### src/rtl/gated_bus_arbiter.sv
// Two-requester round-robin arbiter for the gated LED bus: registered grants,
// per-grant hold limit with a timeout pulse, and a one-cycle dead gap between owners.
module gated_bus_arbiter #(
    parameter int unsigned MAX_HOLD = 15
) (
    input  logic       clk,
    input  logic       rst_n,
    input  logic       req0,
    input  logic       req1,
    input  logic [1:0] dat0,
    input  logic [1:0] dat1,
    input  logic       done0,
    input  logic       done1,
    output logic       gnt0,
    output logic       gnt1,
    output logic       sel,
    output logic [1:0] bus,
    output logic       timeout
);

    typedef enum logic [1:0] {IDLE, OWN0, OWN1, GAP} state_t;

    localparam logic [7:0] HOLD_LIMIT = 8'(MAX_HOLD);

    state_t     state_reg, state_next;
    logic       last_reg, last_next;
    logic [7:0] hold_cnt_reg, hold_cnt_next;
    logic       timeout_reg, timeout_next;
    logic       owner_req, owner_done;

    always_ff @(posedge clk or negedge rst_n) begin
        if (!rst_n) begin
            state_reg    <= IDLE;
            last_reg     <= 1'b1;
            hold_cnt_reg <= 8'd0;
            timeout_reg  <= 1'b0;
        end else begin
            state_reg    <= state_next;
            last_reg     <= last_next;
            hold_cnt_reg <= hold_cnt_next;
            timeout_reg  <= timeout_next;
        end
    end

    // Only the current owner's request/done matter; the other side waits for GAP/IDLE.
    assign owner_req  = (state_reg == OWN1) ? req1  : req0;
    assign owner_done = (state_reg == OWN1) ? done1 : done0;

    always_comb begin
        state_next    = state_reg;
        last_next     = last_reg;
        hold_cnt_next = hold_cnt_reg;
        timeout_next  = 1'b0;
        case (state_reg)
            IDLE, GAP: begin
                state_next = IDLE;
                // On a tie the requester that was not granted last wins.
                if (req0 && (!req1 || last_reg)) begin
                    state_next    = OWN0;
                    last_next     = 1'b0;
                    hold_cnt_next = 8'd1;
                end else if (req1) begin
                    state_next    = OWN1;
                    last_next     = 1'b1;
                    hold_cnt_next = 8'd1;
                end
            end
            OWN0, OWN1: begin
                if (owner_done || !owner_req) begin
                    state_next = GAP;
                end else if ((MAX_HOLD != 0) && (hold_cnt_reg == HOLD_LIMIT)) begin
                    state_next   = GAP;
                    timeout_next = 1'b1;
                end else if (hold_cnt_reg != 8'hff) begin
                    hold_cnt_next = hold_cnt_reg + 8'd1;
                end
            end
            default: state_next = IDLE;
        endcase
    end

    assign gnt0    = (state_reg == OWN0);
    assign gnt1    = (state_reg == OWN1);
    assign sel     = gnt0 | gnt1;
    assign bus     = gnt0 ? dat0 : (gnt1 ? dat1 : 2'b00);
    assign timeout = timeout_reg;

endmodule

### config.mk
export PLATFORM = sky130hd
export DESIGN_NAME = gated_bus_arbiter
export DESIGN_NICKNAME = d
export VERILOG_FILES = /design/src/rtl/gated_bus_arbiter.sv
export SDC_FILE = /design/constraint.sdc
export NUM_CORES = 1
export LEC_CHECK = 0
export ABC_AREA = 1
export BUFFER_PORTS_ARGS = -buffer_cell sky130_fd_sc_hd__buf_2
export CAP_MARGIN = 10
export CORE_AREA = 4 4 44 46
export CTS_CLUSTER_SIZE = 24
export DETAILED_ROUTE_END_ITERATION = 6
export DIE_AREA = 0 0 48 50
export PLACE_DENSITY = 0.77
export SETUP_SLACK_MARGIN = 0.2
export SLEW_MARGIN = 5
export SYNTH_ARGS = -nofsm -noshare
export SYNTH_HDL_FRONTEND = slang
export SYNTH_SLANG_ARGS = --single-unit
export TNS_END_PERCENT = 5
### constraint.sdc
create_clock -name clk -period 3.6 [get_ports clk]
set_clock_uncertainty 0.1 [all_clocks]
set_input_delay 0.18 -clock clk [delete_from_list [all_inputs] [get_ports clk]]
set_output_delay 0.18 -clock clk [all_outputs]
set_load 0.05 [all_outputs]
# == After elaboration in Yosys (flattened, before gate mapping) ==
# Index checks and enable logic that the tools add are counted.
# classes
n_addsub,1
n_eq_ne,10
muxes,20
n_bitwise,1
reduce_logical,11
# ops
cell,n
$mux W8,5
$pmux W8 S2,1
$mux W2,6
$add A8 B1 Y8 const B,1
$eq A8 B4 Y1 const B,1
$ne A8 B8 Y1 const B,1
$mux W1,7
$ne A2 B2 Y1 const B,3
$ne A3 B3 Y1 const B,2
$eq A2 B2 Y1 const B,2
$pmux W2 S2,1
$reduce_and A4 Y1,1
$reduce_or A2 Y1,2
$eq A2 B1 Y1 const B,1
$logic_not A1 Y1,2
$logic_not A2 Y1,1
$logic_or A1 B1 Y1,2
$reduce_and A2 Y1,1
$reduce_bool A2 Y1,1
$logic_and A1 B1 Y1,1
$or A1 B1 Y1,1
# word_totals
reg_bits,12
input_bits,10
out_inout_bits,6
wordCells,47

# == Depth between registers and ports, before layout ==
# logic_depth
word_depth,6
ltp_mapped,10
mapped_depth_nobuf,10

# == Worst setup path after synthesis ==
# No wires, ideal clock.
# synth_path
path_type,reg-to-reg
startpoint,register state_reg[0]
endpoint,register hold_cnt_reg[0]
setup_ns,0.117
t_arrival_ns,1.554
required_ns,3.383
path_slack_ns,1.830
stages_incl_launch_ff,10
path_buffers,0
synth_period_minus_slack_ns,1.770
path_cell_list,dfrtp_1 -> inv_1 -> ha_1 -> nand3_1 -> nand2_1 -> nand2_1 -> nand2_1 -> nand3_2 -> nand2_1 -> nand2_1
# synth_between
elab_chain_len,6
word_cells_on_any_way,16
cone_classes,7 x eq/ne; 3 x mux; 6 x reduce/logical
# synth_lines
item,line,rtl
"start, declared",25,"state_t state_reg, state_next;"
"start signal, assigned",38,state_reg <= state_next;
$eq A2 B2 Y1 *,-,
via gnt1,15,"output logic gnt1,"
$mux W1,46,assign owner_req = (state_reg == OWN1) ? req1 : req0;
$logic_not A1 Y1,69,if (owner_done || !owner_req) begin
$logic_or A1 B1 Y1,69,
$ne A2 B2 Y1 (no source line),-,
$reduce_and A4 Y1 (no source line),-,
"end signal, assigned",40,hold_cnt_reg <= hold_cnt_next;
"end, declared",27,"logic [7:0] hold_cnt_reg, hold_cnt_next;"
# The timed path passes the listed nets; every way through them passes the cells marked *.
# A chain may end at the register's enable or synchronous reset.

# == Worst setup path in the final report ==
# layout_path
startpoint,register state_reg[0]
endpoint,output port sel
# layout_between
elab_chain_len,2
word_cells_on_any_way,3
cone_classes,2 x eq/ne; 1 x bitwise
# layout_lines
item,line,rtl
$eq A2 B1 Y1 / $eq A2 B2 Y1 (equally long branches),"82, 83",
$or A1 B1 Y1 *,84,assign sel = gnt0 | gnt1;
"end, declared",16,"output logic sel,"
# Every way passes the cells marked *; elsewhere a longest branch is shown, timed or not.

==> out/results.ini <==
[die]
rows=14
chipHeight_um=50
ios=16
start_util_pct=54.8
core_area_mm2=0.00151
die_area_mm2=0.00240
dieWidth_um=48

[drt]
vias=776
viasPerCell=4.97
dr.first_iter.drc_count=17
first_pass_iters=4
wl_per_cell_um=10.8
ant_nets=0
wirelength_um=1680
drc_errors=0

[cells_and_area]
area_growth_pct=16.5
n_antenna_cell=0
fillers=145
final_area_um2=962
fin_nets=155
largest_reg_flops=8
final_cell_mix=nand2_1, nor2_1, buf_2, inv_1, dfrtp_1
layout_commonest_cell=nand2_1
layout-drive-gt1-share_pct=21.4

[global_route]
grtUsageTotal_pct=16.1
grt_pass1_wl_um=2790
grt_max_degree=14
overflow=0
antenna_found_initial=0
grt_pass1_vias=728

[power_and_ir_drop]
seqPwrFrac_pct=26.4
p_per_area_mw_per_mm2=830
power_frac_comb_pct=60.1
p_sw_share_pct=53.6
p_total_uw=799
max-vdd-ir-drop_v=0.000523
pwr-share-clk_pct=13.5
p_sw_uw=429
power.internal_uw=370
p_leak_uw=0.000561

[worst_setup_path]
critPathMaxFanout=13
crit_required_ps=3320
critPathArrivalTime_ps=1620
crit_type=reg2out
cp-end-kind=primary output
worst_setup_path_start_kind=flip-flop

[sta]
max_freq_mhz=527
setup_viol=0
whs_ps=149
worst_pin_slew_ps=299
slew_viol_final=0
max_slew_margin_pct=80.0
hold_viol_final=0
rsz0062_at_grt=no
worst_slack_ps=1700
min_period_ps=1900
setup_tns_ps=0
min_period_over_period_pct=52.7

[clock_tree]
cts_buffer_depth=2
cts_tree=built
cts_sinks=12
numCtsBuffers=3
root_buffer=clkbuf_4
post_cts_buffers=0
cts_resized=0
htree_levels=1
clkTransAtPathRegs_ps=70
cts_hold_buffers=1
insertion_delay_ps=280

[synthesis]
syn_nets=135
syn-mean-instance-area_um2=6.82
yosysUniqueCellTypes=19
syn-cell-area_um2=826
yosysWarnings=0
ys_seq_area_share_pct=36.5
ys_ff_latch=12
synth_cells=121

[place]
dpl.hpwl_um=1300
place_area_um2=916
gp_congestion=0.816
portBuffers=15
dp_slack_ps=1840

[status]
status=complete, no violations

[job]
maxCapViolations=0

[worst_hold_path]
hp-class=in2reg

[power groups by stage]
stage	sequential [uW]	clock (uW)	combinational, uW
3_3_place_gp	211	0	474
2_1_floorplan	204	0	398
5_1_grt	215	122	533
6_report	211	108	480
3_5_place_dp	213	0	484
4_1_cts	211	113	485
[cell usage after synthesis]
cell type,n,area [um2]
mux2_1,1,11.3
dfrtp_1,11,275
o21ai_0,2,10.0
nor2_1,19,71.3
nand4_2,1,12.5
a21oi_2,1,8.76
nand3_2,2,20.0
buf_2,1,5.00
ha_1,4,50.1
nand2_2,2,12.5
nand2_1,46,173
dfstp_2,1,26.3
o21ai_1,2,10.0
nor2_2,1,6.26
inv_2,2,7.51
a21oi_1,4,20.0
nor2_8,1,20.0
inv_1,11,41.3
nand3_1,9,45.0
[layer usage]
metal | GRT usage (%) | vias to the layer above | share of wire (%)
met5 | 0 | - | 0
met3 | 5.09 | 5 | 8.2
met2 | 24.9 | 22 | 42
met1 | 19.0 | 334 | 47
met4 | 8.52 | 0 | 2.1
li1 | - | 415 | -
[critical path, cell delays in order, from the launching register on]
cell and delay (ps):
dfrtp_1 370, inv_1 70, ha_1 380, inv_2 210, buf_2 310
[path summary, 6_finish.rpt]
path / startpoint / endpoint / slack (ps) / depth (start not counted)
min in group asynchronous: rst_n / hold_cnt_reg[5]$_DFFE_PN0P_ / 190 / 2
setup / recovery: state_reg[0]$_DFFE_PN0P_ / sel / 1700 / 4
setup reg to reg: state_reg[0]$_DFFE_PN0P_ / hold_cnt_reg[0]$_DFFE_PN0P_ / 1850 / 8
max in group asynchronous: rst_n / last_reg$_DFFE_PN1P_ / 2940 / 2
hold / removal: req1 / state_reg[1]$_DFFE_PN0P_ / 150 / 3
hold reg to reg: hold_cnt_reg[5]$_DFFE_PN0P_ / hold_cnt_reg[5]$_DFFE_PN0P_ / 440 / 2
[cells by family (layout without fill, tap and decap cells)]
group / after synthesis / after routing / share of synthesized area [%]
compound gates: 9 / 9 / 5.91
fa+ha+maj: 4 / 4 / 6.06
buf+inv: 14 / 33 / 6.51
flops: 12 / 12 / 36.5
mux: 1 / 1 / 1.36
simple gates: 81 / 81 / 43.6
[metrics by stage]
step | cells | utilization [%]
global route | 156 | 63.9
global placement | 151 | 60.8
CTS | 156 | 63.9
detailed placement | 151 | 60.8
floorplan | 121 | -
finish | 156 | 63.9
[final cells by class]
class / count / area (um2) / share of cell area (%)
Tap cell: 16 / 20.0 / 2.08
Timing Repair Buffer: 16 / 85.1 / 8.84
Multi-Input combinational cell: 95 / 470 / 48.9
Clock buffer: 4 / 36.3 / 3.77
Sequential cell: 12 / 302 / 31.3
Inverter: 13 / 48.8 / 5.07
(Power assumes the default switching activity.)
